**config.mk**
```make
export PLATFORM = sky130hd
export DESIGN_NAME = picorv32_mem_arbiter
export DESIGN_NICKNAME = d
export VERILOG_FILES = /design/src/rtl/picorv32_mem_arbiter.sv
export SDC_FILE = /design/constraint.sdc
export NUM_CORES = 1
export LEC_CHECK = 0
export ABC_AREA = 0
export BUFFER_PORTS_ARGS = -buffer_cell sky130_fd_sc_hd__buf_2
export CAP_MARGIN = 0
export CORE_AREA = 2 2 122 124
export DETAILED_ROUTE_END_ITERATION = 10
export DIE_AREA = 0 0 124 126
export GPL_TIMING_DRIVEN = 1
export HOLD_SLACK_MARGIN = 0.02
export SLEW_MARGIN = 5
export SYNTH_ARGS = -nofsm -noshare
export SYNTH_HDL_FRONTEND = slang
export SYNTH_SLANG_ARGS = --single-unit
export TNS_END_PERCENT = 50
```
**constraint.sdc**
```tcl
create_clock -name clk -period 1.4 [get_ports clk]
set_input_delay 0.21 -clock clk [delete_from_list [all_inputs] [get_ports clk]]
set_output_delay 0.21 -clock clk [all_outputs]
set_load 0.005 [all_outputs]
```
**src/rtl/picorv32_mem_arbiter.sv**
```systemverilog
// Round-robin arbiter sharing one picorv32 native memory port between two
// requesters, granting whole transactions and flagging long downstream waits.
//
// Ports:
//   clk, reset                     sole clock, synchronous active-high reset
//   m0_* / m1_*                    requester native-memory ports
//                                  (valid/instr/addr/wdata/wstrb in,
//                                  ready/rdata out)
//   mem_*                          shared downstream native-memory port
//   busy                           a transaction is granted and in flight
//   grant_id                       current (or last) owner index
//   timeout                        sticky: a transaction waited too long
module picorv32_mem_arbiter #(
    parameter int unsigned MAX_WAIT = 16
) (
    input  logic        clk,
    input  logic        reset,

    input  logic        m0_valid,
    input  logic        m0_instr,
    input  logic [31:0] m0_addr,
    input  logic [31:0] m0_wdata,
    input  logic [3:0]  m0_wstrb,
    output logic        m0_ready,
    output logic [31:0] m0_rdata,

    input  logic        m1_valid,
    input  logic        m1_instr,
    input  logic [31:0] m1_addr,
    input  logic [31:0] m1_wdata,
    input  logic [3:0]  m1_wstrb,
    output logic        m1_ready,
    output logic [31:0] m1_rdata,

    output logic        mem_valid,
    output logic        mem_instr,
    output logic [31:0] mem_addr,
    output logic [31:0] mem_wdata,
    output logic [3:0]  mem_wstrb,
    input  logic        mem_ready,
    input  logic [31:0] mem_rdata,

    output logic        busy,
    output logic        grant_id,
    output logic        timeout
);

    typedef enum logic {
        S_IDLE,
        S_BUSY
    } state_t;

    localparam int unsigned CW =
        (MAX_WAIT > 0) ? $clog2(MAX_WAIT + 1) : 1;
    localparam logic [CW-1:0] MAX_CNT = CW'(MAX_WAIT);

    state_t          state_q, state_d;
    logic            owner_q, owner_d;
    logic            last_q, last_d;
    logic [CW-1:0]   wait_cnt_q, wait_cnt_d;
    logic            timeout_q, timeout_d;

    logic            own_valid;
    logic            sel_m1;

    assign busy      = (state_q == S_BUSY);
    assign own_valid = owner_q ? m1_valid : m0_valid;

    // In IDLE the downstream fields follow m0 so they stay deterministic.
    assign sel_m1    = busy && owner_q;

    assign mem_valid = busy && own_valid;
    assign mem_instr = sel_m1 ? m1_instr : m0_instr;
    assign mem_addr  = sel_m1 ? m1_addr  : m0_addr;
    assign mem_wdata = sel_m1 ? m1_wdata : m0_wdata;
    assign mem_wstrb = sel_m1 ? m1_wstrb : m0_wstrb;

    // A reset in the completing cycle aborts the transfer, so no ready leaks.
    assign m0_ready  = mem_valid && mem_ready && !owner_q && !reset;
    assign m1_ready  = mem_valid && mem_ready &&  owner_q && !reset;

    assign m0_rdata  = mem_rdata;
    assign m1_rdata  = mem_rdata;

    assign grant_id  = owner_q;
    assign timeout   = timeout_q;

    always_ff @(posedge clk) begin
        if (reset) begin
            state_q    <= S_IDLE;
            owner_q    <= 1'b0;
            last_q     <= 1'b1;
            wait_cnt_q <= '0;
            timeout_q  <= 1'b0;
        end else begin
            state_q    <= state_d;
            owner_q    <= owner_d;
            last_q     <= last_d;
            wait_cnt_q <= wait_cnt_d;
            timeout_q  <= timeout_d;
        end
    end

    always_comb begin
        state_d    = state_q;
        owner_d    = owner_q;
        last_d     = last_q;
        wait_cnt_d = '0;
        timeout_d  = timeout_q;

        case (state_q)
            S_IDLE: begin
                if (m0_valid || m1_valid) begin
                    state_d = S_BUSY;
                    if (m0_valid && m1_valid) begin
                        owner_d = ~last_q;
                    end else begin
                        owner_d = m1_valid;
                    end
                end
            end
            S_BUSY: begin
                if (!own_valid) begin
                    // Owner withdrew early: release the port, no ready.
                    state_d = S_IDLE;
                end else if (mem_ready) begin
                    last_d  = owner_q;
                    state_d = S_IDLE;
                end else begin
                    if (wait_cnt_q != MAX_CNT) begin
                        wait_cnt_d = wait_cnt_q + CW'(1);
                    end else begin
                        wait_cnt_d = wait_cnt_q;
                    end
                    if ((MAX_WAIT != 0) && (wait_cnt_q == MAX_CNT)) begin
                        timeout_d = 1'b1;
                    end
                end
            end
        endcase
    end

endmodule
```
== After elaboration in Yosys (flattened, before gate mapping) ==
Index checks and enable logic that the tools add are counted.
Operators by class
  add/sub/neg operators: 1
  bitwise gates (word level): 4
  equality and inequality tests: 2
  multiplexer cells: 10
  reduce and logical (&&, ||, !) cells: 15
Operators with widths (number)
  $mux 32: 2
  $logic_and 1x1->1: 8
  $mux 1: 6
  $add 5x1->5 const B: 1
  $eq 5x5->1 const B: 1
  $ne 5x5->1 const B: 1
  $mux 4: 1
  $not 1->1: 4
  $reduce_and 4->1: 1
  $reduce_or 4->1: 1
  $reduce_and 3->1: 1
  $logic_not 1->1: 2
  $pmux 1 s2: 1
  $reduce_and 2->1: 1
  $logic_or 1x1->1: 1
Word-level totals
  flip-flop bits (word level): 9
  input bits: 175
  output and inout port bits: 139
  logic and storage cells: 37

== Logic depth before layout (Yosys ltp) ==
Gate-level depths: netlist of run 1.
  depth after elaboration: 5
  gate-level depth with buffers: 5
  mapped depth without buffers: 5

== Least setup slack after synthesis of run 1 ==
OpenSTA, ideal clock, no wires.
  kind: reg2out
  start: register state_q, in the netlist busy
  end: output mem_addr[0]
  path buffers: 1
  arrival time: 1.036 ns
  slack: 0.154 ns
  cell stages (with the launch flop): 4
  required time: 1.190 ns
  cell sequence: dfxtp_1 nand2_2 buf_6 mux2_2
On the way
  longest elaborated chain between the ends: 2
RTL lines
  from (decl): line 57  | state_t state_q, state_d;
  from (signal assigned): line 96  | state_q <= state_d;
  $logic_and 1x1->1: line 70  | assign sel_m1 = busy && owner_q;
  $mux 32: line 74  | assign mem_addr = sel_m1 ? m1_addr : m0_addr;
  to (decl): line 37  | output logic [31:0] mem_addr,
No other way between the ends.

== Final worst setup path of run 1 ==
  start: register owner_q, in the netlist grant_id
  end: output mem_wdata[21]
On the way
  longest elaborated chain between the ends: 2
RTL lines
  from (decl): line 58  | logic owner_q, owner_d;
  from (signal assigned): line 97  | owner_q <= owner_d;
  $logic_and 1x1->1: line 70
  $mux 32: line 75  | assign mem_wdata = sel_m1 ? m1_wdata : m0_wdata;
  to (decl): line 38  | output logic [31:0] mem_wdata,
No other way between the ends.

==> flow_summary.yaml, run 1 <==
placed_design:
  portBuffers: 217
  place.gp.congestion: 0.751
  hpwlAfterDp_um: 8340
  placed_cells: 523
critical_path:
  critPathArrivalTime_ns: 1.45
  critPathRequiredTime_ns: 1.19
  reg2reg_depth: 6
  critPathLaunchType: "flip-flop"
  crit_path_max_incr_delay_ns: 0.39
  path_max_fanout: 7
  crit_path_end_kind: "output port"
  worst_path_max_delay_cell: "mux2_2"
  r2r_slack_ns: 0.04
  path_class: "reg -> out"
  r2r-start: "grant_id"
  path_cells: "nand2_4 -> buf_16 -> mux2_2 -> buf_2"
  rr_endpoint: "last_q"
yosys:
  synth_top_flop_cell: "dfxtp_1"
  syn_nets: 364
  synthDistinctLibCells: 23
  synth_top_area_share_pct: 44.9
  ys_seq_area_share_pct: 10.3
  synth_edf_count: 0
  netlist_instances: 187
  synth_area_leaders: "mux2_2 45%, buf_4 27%, dfxtp_1 10%"
  synth_most_common_cell: "mux2_2"
  syn_area_um2: 1750
  yosysWarnings: 0
  synth-async-reset-ratio_pct: 0
  synth_seq_cells: 9
  synth_top_cell_by_area: "mux2_2"
  yosys-top-cells-count: "70 x mux2_2, 64 x buf_4, 9 x dfxtp_1"
  post_synth.cell_area_avg_um2: 9.38
clock_network:
  ctsHtreeMaxLevel: 1
  clkTransAtPathRegs_ns: 0.04
  cts_tree: "built"
  ctsLongestPathBuffers: 2
  root_buffer: "clkbuf_16"
  clk_latency_ns: 0.23
  numCtsBuffers: 3
  cts_sinks: 9
global_route:
  antenna_found_initial: 0
  grt_pass1_vias: 1938
  grtUsageTotal_pct: 11.5
  grt_pass1_wl_um: 12700
  grt.overflow.total: 0
  grt_max_degree: 26
cells_and_area:
  fin_util_pct: 23.4
  nets: 534
  layout-drive-gt1-share_pct: 89.3
  area_growth_pct: 90.6
  diodes: 0
  stdcell_count: 540
  fillers: 1586
routing:
  via_per_inst: 3.71
  ant_nets: 0
  drc_errors: 0
  dr.pass1.iters: 4
  vias: 2001
  drt_first_iter_violations: 43
  wire_per_inst_um: 19.7
  wirelength_um: 10600
worst_hold_path:
  hp-class: "in -> reg"
  min-delay-start: "reset"
  hold_end: "grant_id"
  whs_path_depth: 2
floorplanning:
  initial_utilization_pct: 12.3
  die_y_um: 126
  dieWidth_um: 124
  ios: 314
  rows: 44
  core_um2: 14300
  die_area_um2: 15600
sta:
  worst_pin_slew_ns: 0.172
  setup_viol: 72
  final.min_clock_period_ns: 1.66
  hold_viol: 0
  slew_viol_final: 0
  fmax_mhz: 602
  setup_slack_ns: -0.260
  fin_hold_ws_ns: 0.261
  grt_setup_unrepaired: "yes"
  period_share_pct: 119
  finalClockSkew_ns: 0.00113
  slew_headroom_pct: 88.5
power:
  combPwrFrac_pct: 53.1
  power_density_nw_per_um2: 499
  leakagePower_uw: 0.00182
  clkPwrFrac_pct: 30.1
  internal_power_uw: 1200
  power.switching_uw: 463
  swShare_pct: 27.8
  irDropWorstVdd_uv: 443
  seqPwrFrac_pct: 16.8
run_status:
  violations: "setup timing"
  status: "finished, violations left"
job:
  max_cap_violations: 0
cell usage in the layout (no fill, tap or decap), types with 2 or more instances in the layout:
cell type	synthesis	layout
buf_2	0	182
buf_16	0	5
mux2_4	0	40
buf_6	7	41
inv_1	5	5
clkbuf_16	0	6
nand2_1	2	2
buf_4	64	3
nor2_1	7	7
dfxtp_1	9	7
mux2_2	70	30
dfxtp_4	0	2
xnor2_1	2	2
nand3_1	4	2
ha_1	2	2
xor2_1	2	2
per-stage QoR:
| step | area [µm²] | total power [µW] | setup TNS (ns) | setup WS (ns) |
|---|---|---|---|---|
| after floorplan | 1750 | 653 | 0 | 0.154 |
| after global placement | 2590 | 932 | -0.0417 | -0.0180 |
| after detailed placement | 2590 | 929 | -0.0707 | -0.0250 |
| after CTS | 3130 | 1610 | -15.59 | -0.272 |
| after global routing | 3340 | 1760 | -17.71 | -0.296 |
| final | 3340 | 1670 | -14.68 | -0.260 |
cells by family after synthesis:
| logic type | after synthesis | synth area share (%) |
|---|---|---|
| buffers and inverters | 76 | 33.0 |
| muxes | 71 | 45.5 |
| and+or+nand+nor | 20 | 5.99 |
| DFF | 9 | 10.3 |
| AOI/OAI and AO/OA | 5 | 1.85 |
| xor gates and xnor gates | 4 | 2.00 |
| adders and majority gates | 2 | 1.43 |
layout make-up:
type	count	area, µm²	share of cell area, %
clock buffer	4	78.8	2.36
inverter	5	18.8	0.561
multi-input combinational	103	1200	35.9
sequential	9	188	5.61
tap	184	230	6.89
timing repair buffer	235	1630	48.7
registers in the layout (all words and copies together), names as in the netlist:
signal / flops
wait_cnt_q: 5
busy: 1
grant_id: 1
last_q: 1
timeout: 1
worst max path at each step:
stage | start | endpoint
floorplan | busy | mem_addr[0]
global placement | busy | mem_wdata[8]
detailed placement | busy | mem_wdata[8]
CTS | busy | mem_wdata[17]
global route | grant_id | mem_addr[9]
finish | grant_id | mem_wdata[21]
power by group through the flow:
stage / Sequential (µW) / Combinational, µW / Clock, µW
3_5_place_dp: 276 / 653 / 0
4_1_cts: 276 / 819 / 514
2_1_floorplan: 278 / 375 / 0
5_1_grt: 281 / 951 / 526
3_3_place_gp: 276 / 656 / 0
6_report: 280 / 884 / 502
worst max-delay path: cells and delay by family, from the launching register on:
| kind | cells | cell delay (ns) |
|---|---|---|
| buf+inv | 2 | 0.29 |
| flops | 1 | 0.37 |
| mux | 1 | 0.39 |
| simple gates | 1 | 0.16 |
metal layers:
layer,wire length [µm],share of wire (%),GRT usage [%],vias to the layer above
met3,1210,11,2.85,21
met2,4220,40,16.9,168
li1,-,-,-,920
met1,5050,47,17.1,892
met4,158,1.5,2.18,0
met5,0,0,0,-
what timing repair did:
item,CTS,global route
endpoints found under the setup margin,72,73
pin swaps,3,3
gates resized for setup,69,32
setup buffers,6,2
hold buffers,0,0
gates cloned,4,4
Note: power is estimated with default switching activity, not from simulation.
==> inputs of run 2 (changes only) <==
--- a/config.mk
+++ b/config.mk
@@ -13,6 +13,7 @@
 export DIE_AREA = 0 0 124 126
 export GPL_TIMING_DRIVEN = 1
 export HOLD_SLACK_MARGIN = 0.02
+export SKIP_LAST_GASP = 1
 export SLEW_MARGIN = 5
 export SYNTH_ARGS = -nofsm -noshare
 export SYNTH_HDL_FRONTEND = slang
==> flow_summary.yaml, run 2 (synthesis gave the netlist of run 1 again) <==
run_status:
  status: "finished, violations left"
  violations: "setup timing"
floorplanning:
  die_y_um: 126
  dieWidth_um: 124
  die_area_um2: 15600
  initial_utilization_pct: 12.3
  ios: 314
  core_um2: 14300
  rows: 44
clock_network:
  ctsLongestPathBuffers: 2
  ctsHoldBuffers: 0
  clkTransAtPathRegs_ns: 0.04
  cts_tree: "built"
  numCtsBuffers: 3
  root_buffer: "clkbuf_16"
  cts_sinks: 9
  ctsHtreeMaxLevel: 1
  clk_latency_ns: 0.23
critical_path:
  r2r_slack_ns: -0.02
  critPathLaunchType: "flip-flop"
  crit_path_end_kind: "output port"
  path_cells: "nand2_8 -> buf_6 -> buf_16 -> mux2_4 -> buf_2"
  critical-path-top-delay-family: "buffers and inverters"
  cp.buffers_inverters: 3
  critPathArrivalTime_ns: 1.43
  crit_path_max_incr_delay_ns: 0.39
  critPathRequiredTime_ns: 1.19
  path_max_fanout: 5
  worst_path_max_delay_cell: "dfxtp_4"
  path_class: "reg -> out"
sta:
  setup_viol: 73
  finalClockSkew_ns: 0.00191
  slew_viol_final: 0
  final.min_clock_period_ns: 1.64
  grt_setup_unrepaired: "yes"
  slew_headroom_pct: 80.5
  period_share_pct: 117
  hold_viol: 0
  worst_pin_slew_ns: 0.292
  fmax_mhz: 608
  setup_slack_ns: -0.244
routing:
  wire_per_inst_um: 19.0
  vias: 1982
  dr.pass1.iters: 4
  wirelength_um: 10300
  drc_errors: 0
  ant_nets: 0
  drt_first_iter_violations: 46
  via_per_inst: 3.68
placed_design:
  hpwlAfterDp_um: 8340
  place.gp.congestion: 0.751
  placed_area_um2: 2590
  dp_worst_setup_slack_ns: -0.0250
  portBuffers: 217
cells_and_area:
  layout_commonest_cell: "buf_2"
  top_register: "wait_cnt_q"
  final_cell_area_um2: 3200
  seq_area_um2: 188
  fillers: 1600
  fin_util_pct: 22.4
  diodes: 0
  nets: 533
  multi_input_area_um2: 1150
  final_cell_mix: "193 x buf_2, 42 x mux2_2, 28 x mux2_4, 28 x buf_6"
  area_growth_pct: 82.5
  largest_register_ffs: 5
  layout-drive-gt1-share_pct: 89.0
power:
  irDropWorstVdd_uv: 440
  leakagePower_uw: 0.00172
  power_density_nw_per_um2: 501
global_route:
  grtUsageTotal_pct: 11.3
  grt.overflow.total: 0
  grt_pass1_wl_um: 12400
  grt_pass1_vias: 1893
  antenna_found_initial: 0
  grt_max_degree: 26
job:
  max_cap_violations: 0
worst_hold_path:
  hp-class: "in -> reg"
run 2: changes by cell type in the layout (fill, tap and decap cells not counted):
cell,change
buf_12,+1
buf_6,-13
buf_16,-1
buf_2,+11
mux2_4,-12
mux2_2,+12
nand3_1,+1
buf_4,+1
nand3_2,-1
run 2: worst paths after layout:
| path | to | start | depth (start not counted) |
|---|---|---|---|
| worst max register to register | last_q | grant_id | 6 |
| worst min-delay path | grant_id | reset | 2 |
| worst min register to register | last_q | last_q | 1 |
| worst max-delay path | mem_addr[8] | grant_id | 5 |
run 2: what timing repair did:
item / 4_1_cts / 5_1_grt
setup buffers: 6 / 1
endpoints found under the setup margin: 72 / 80
endpoints found under the hold margin: 0 / 0
resized for setup: 35 / 39
pin swaps: 3 / 2
gates cloned: 4 / 4
run 2: per-layer routing:
metal	vias to the layer above	global-route usage [%]	wire (µm)
met4	0	2.18	157
met1	868	16.7	4890
met3	21	2.85	1220
li1	919	-	-
met2	174	16.5	3990
met5	-	0	0
run 2: final cells by class:
class                      count  share of cell area [%]
multi-input combinational    103                    35.9
clock buffer                   4                    2.46
timing repair buffer         234                    48.0
inverter                       5                   0.586
sequential                     9                    5.86
tap                          184                    7.19
run 2: through the flow:
stage | TNS [ns] | cells | power [µW] | hold WS (ns)
floorplan | 0 | 187 | 653 | 0.279
global placement | -0.0417 | 523 | 932 | 0.420
detailed placement | -0.0707 | 523 | 929 | 0.420
CTS | -15.93 | 537 | 1540 | 0.261
global route | -17.12 | 539 | 1700 | 0.298
finish | -13.77 | 539 | 1610 | 0.262
run 2: report_power, final:
| group | switching, µW | internal (µW) |
|---|---|---|
| combinational | 310 | 513 |
| clock | 122 | 380 |
| sequential | 14.7 | 265 |
| total | 447 | 1160 |
run 2: worst register-to-register path: cells and delay by family (launching register included):
kind	cells	cell delay (ns)
AOI/OAI and AO/OA	1	0.27
DFF	1	0.37
muxes	1	0.22
and+or+nand+nor	1	0.08
buffers and inverters	3	0.37
==> inputs of run 3 (changes only) <==
--- a/config.mk
+++ b/config.mk
@@ -5,14 +5,15 @@
 export SDC_FILE = /design/constraint.sdc
 export NUM_CORES = 1
 export LEC_CHECK = 0
-export ABC_AREA = 0
+export ABC_AREA = 1
 export BUFFER_PORTS_ARGS = -buffer_cell sky130_fd_sc_hd__buf_2
 export CAP_MARGIN = 0
-export CORE_AREA = 2 2 122 124
+export CORE_AREA = 2 2 123 125
 export DETAILED_ROUTE_END_ITERATION = 10
-export DIE_AREA = 0 0 124 126
+export DIE_AREA = 0 0 125 127
 export GPL_TIMING_DRIVEN = 1
 export HOLD_SLACK_MARGIN = 0.02
+export SETUP_SLACK_MARGIN = 0.1
 export SKIP_LAST_GASP = 1
 export SLEW_MARGIN = 5
 export SYNTH_ARGS = -nofsm -noshare
==> flow_summary.yaml, run 3 <==
worst_hold_path:
  whs_path_depth: 2
  hp-class: "in -> reg"
  min-delay-start: "reset"
  hold_end: "grant_id"
critical_path:
  reg2reg_depth: 7
  rr_endpoint: "wait_cnt_q[0]"
  cpMostUsedCell: "nand2_1"
  critPathLaunchType: "flip-flop"
  critPathArrivalTime_ns: 1.22
  crit_path_end_kind: "output port"
  critical-path-top-delay-family: "flip-flops"
  crit_path_max_incr_delay_ns: 0.41
  r2r_slack_ns: 0.28
  worst_path_max_delay_cell: "dfxtp_4"
  path_cells: "nand2_4 -> buf_12 -> nand2_1 -> nand2_1 -> buf_2"
  cp.buffers_inverters: 2
  critPathRequiredTime_ns: 1.19
  path_class: "reg -> out"
  r2r-start: "wait_cnt_q[0]"
  path_max_fanout: 22
cells_and_area:
  fin_util_pct: 21.1
  stdcell_count: 695
  diodes: 0
  nets: 689
  final_cell_mix: "217 x buf_2, 151 x nand2_1, 74 x nand3_1"
  area_growth_pct: 57.7
  layout_commonest_cell: "buf_2"
  largest_register_ffs: 5
  layout-drive-gt1-share_pct: 49.7
  final_cell_area_um2: 3050
  top_register: "wait_cnt_q"
clock_network:
  clkTransAtPathRegs_ns: 0.04
  ctsHoldBuffers: 0
  cts_tree: "built"
  cts_sinks: 9
  numCtsBuffers: 3
  clk_latency_ns: 0.24
  ctsLongestPathBuffers: 2
  ctsHtreeMaxLevel: 1
  root_buffer: "clkbuf_16"
sta:
  hold_viol: 0
  slew_headroom_pct: 81.7
  setup_slack_ns: -0.0266
  final.min_clock_period_ns: 1.43
  worst_pin_slew_ns: 0.272
  grt_setup_unrepaired: "yes"
  slew_viol_final: 0
  fmax_mhz: 701
  setup_viol: 6
  period_share_pct: 102
  timing.setup.tns_ns: -0.0761
  finalClockSkew_ns: 0.00153
routing:
  wire_per_inst_um: 13.2
  drc_errors: 0
  ant_nets: 0
  drt_first_iter_violations: 137
  vias: 2736
  wirelength_um: 9170
  via_per_inst: 3.94
  dr.pass1.iters: 6
placed_design:
  portBuffers: 217
  placed_cells: 680
  hpwlAfterDp_um: 6620
  place.gp.congestion: 0.744
  placed_area_um2: 2760
floorplanning:
  dieWidth_um: 125
  ios: 314
  die_y_um: 127
  die_area_um2: 15900
  initial_utilization_pct: 13.4
  rows: 44
  core_um2: 14400
power:
  irDropWorstVdd_uv: 302
  power_density_nw_per_um2: 523
  leakagePower_uw: 0.00184
yosys:
  synth_top_area_share_pct: 29.9
  post_synth.cell_area_avg_um2: 5.39
  synth_area_leaders: "nand2_1 30%, buf_4 26%, nand3_1 19%"
  synth_seq_cells: 9
  yosys-top-cells-count: "154 x nand2_1, 75 x nand3_1, 67 x buf_4"
  syn_area_um2: 1930
  syn_nets: 536
  synth_edf_count: 0
  ys_seq_area_share_pct: 9.31
  netlist_instances: 359
  yosysWarnings: 0
  synth-async-reset-ratio_pct: 0
  synth_top_flop_cell: "dfxtp_1"
  synthDistinctLibCells: 18
  synth_top_cell_by_area: "nand2_1"
  synth_most_common_cell: "nand2_1"
global_route:
  antenna_found_initial: 0
  grtUsageTotal_pct: 10.3
  grt_pass1_vias: 2579
  grt.overflow.total: 0
  grt_pass1_wl_um: 13400
  grt_max_degree: 55
run_status:
  violations: "setup timing"
  status: "finished, violations left"
job:
  max_cap_violations: 0
==> run 3: cell types whose count changed in the layout (fill, tap and decap cells not counted), moves of 3 or more <==
| cell | previous run | this run |
|---|---|---|
| nand2_1 | 2 | 151 |
| nand3_1 | 3 | 74 |
| mux2_2 | 42 | 0 |
| mux2_4 | 28 | 0 |
| buf_6 | 28 | 1 |
| buf_2 | 193 | 217 |
| inv_1 | 5 | 9 |
| nand2_2 | 0 | 4 |
| a21oi_2 | 0 | 3 |
| buf_4 | 4 | 7 |
==> run 3: where the power goes <==
part,switching (µW),internal (µW),total (µW)
clock network,134,377,511
registers,17.5,265,282
logic,387,416,802
total,538,1060,1600
==> run 3: area by class of cell <==
type                    instances  area (µm²)
well taps                     184         230
clock inverters                 1        5.00
repair buffers                235        1380
fillers                      1665       11400
clock buffers                   3        75.1
flip-flops and latches          9         188
inverters                      10        37.5
multi-input cells             253        1140
==> run 3: how the worst max path moves through the flow <==
stage	start	endpoint	slack (ns)	depth (start not counted)
final	grant_id	mem_wdata[8]	-0.03	5
after global routing	grant_id	mem_addr[21]	-0.11	4
after CTS	busy	mem_wdata[8]	-0.04	5
after detailed placement	grant_id	mem_wdata[8]	0.15	5
after global placement	grant_id	mem_wdata[8]	0.15	5
after floorplan	grant_id	mem_wdata[24]	0.28	5
==> run 3: logic make-up after synthesis <==
kind of cell | count (synthesis) | share of synthesized area (%)
compound gates | 8 | 2.65
xor+xnor | 1 | 0.453
fa+ha+maj | 2 | 1.29
buf+inv | 97 | 32.8
flops | 9 | 9.31
simple gates | 242 | 53.5
==> run 3: routing by layer <==
layer	vias to the layer above	share of wire, %	GRT usage, %
met5	-	0	0
met1	1189	40	12.2
met3	24	9.6	3.77
li1	1377	-	-
met4	0	2.2	3.20
met2	146	48	17.4
==> run 3: metrics by stage <==
step           setup WS (ns)  hold slack [ns]  power [µW]
6_report             -0.0266            0.223        1600
5_1_grt               -0.108            0.240        1720
4_1_cts              -0.0361            0.228        1580
3_5_place_dp           0.153            0.420         982
3_3_place_gp           0.145            0.420         987
2_1_floorplan          0.280            0.279         714
==> run 3: timing repair <==
| item | 4_1_cts | 5_1_grt |
|---|---|---|
| cloned | 2 | 2 |
| setup endpoints to repair | 73 | 73 |
| gates resized for setup | 13 | 0 |
| pin swaps | 4 | 0 |
| hold endpoints to repair | 0 | 0 |
| setup buffers | 7 | 0 |
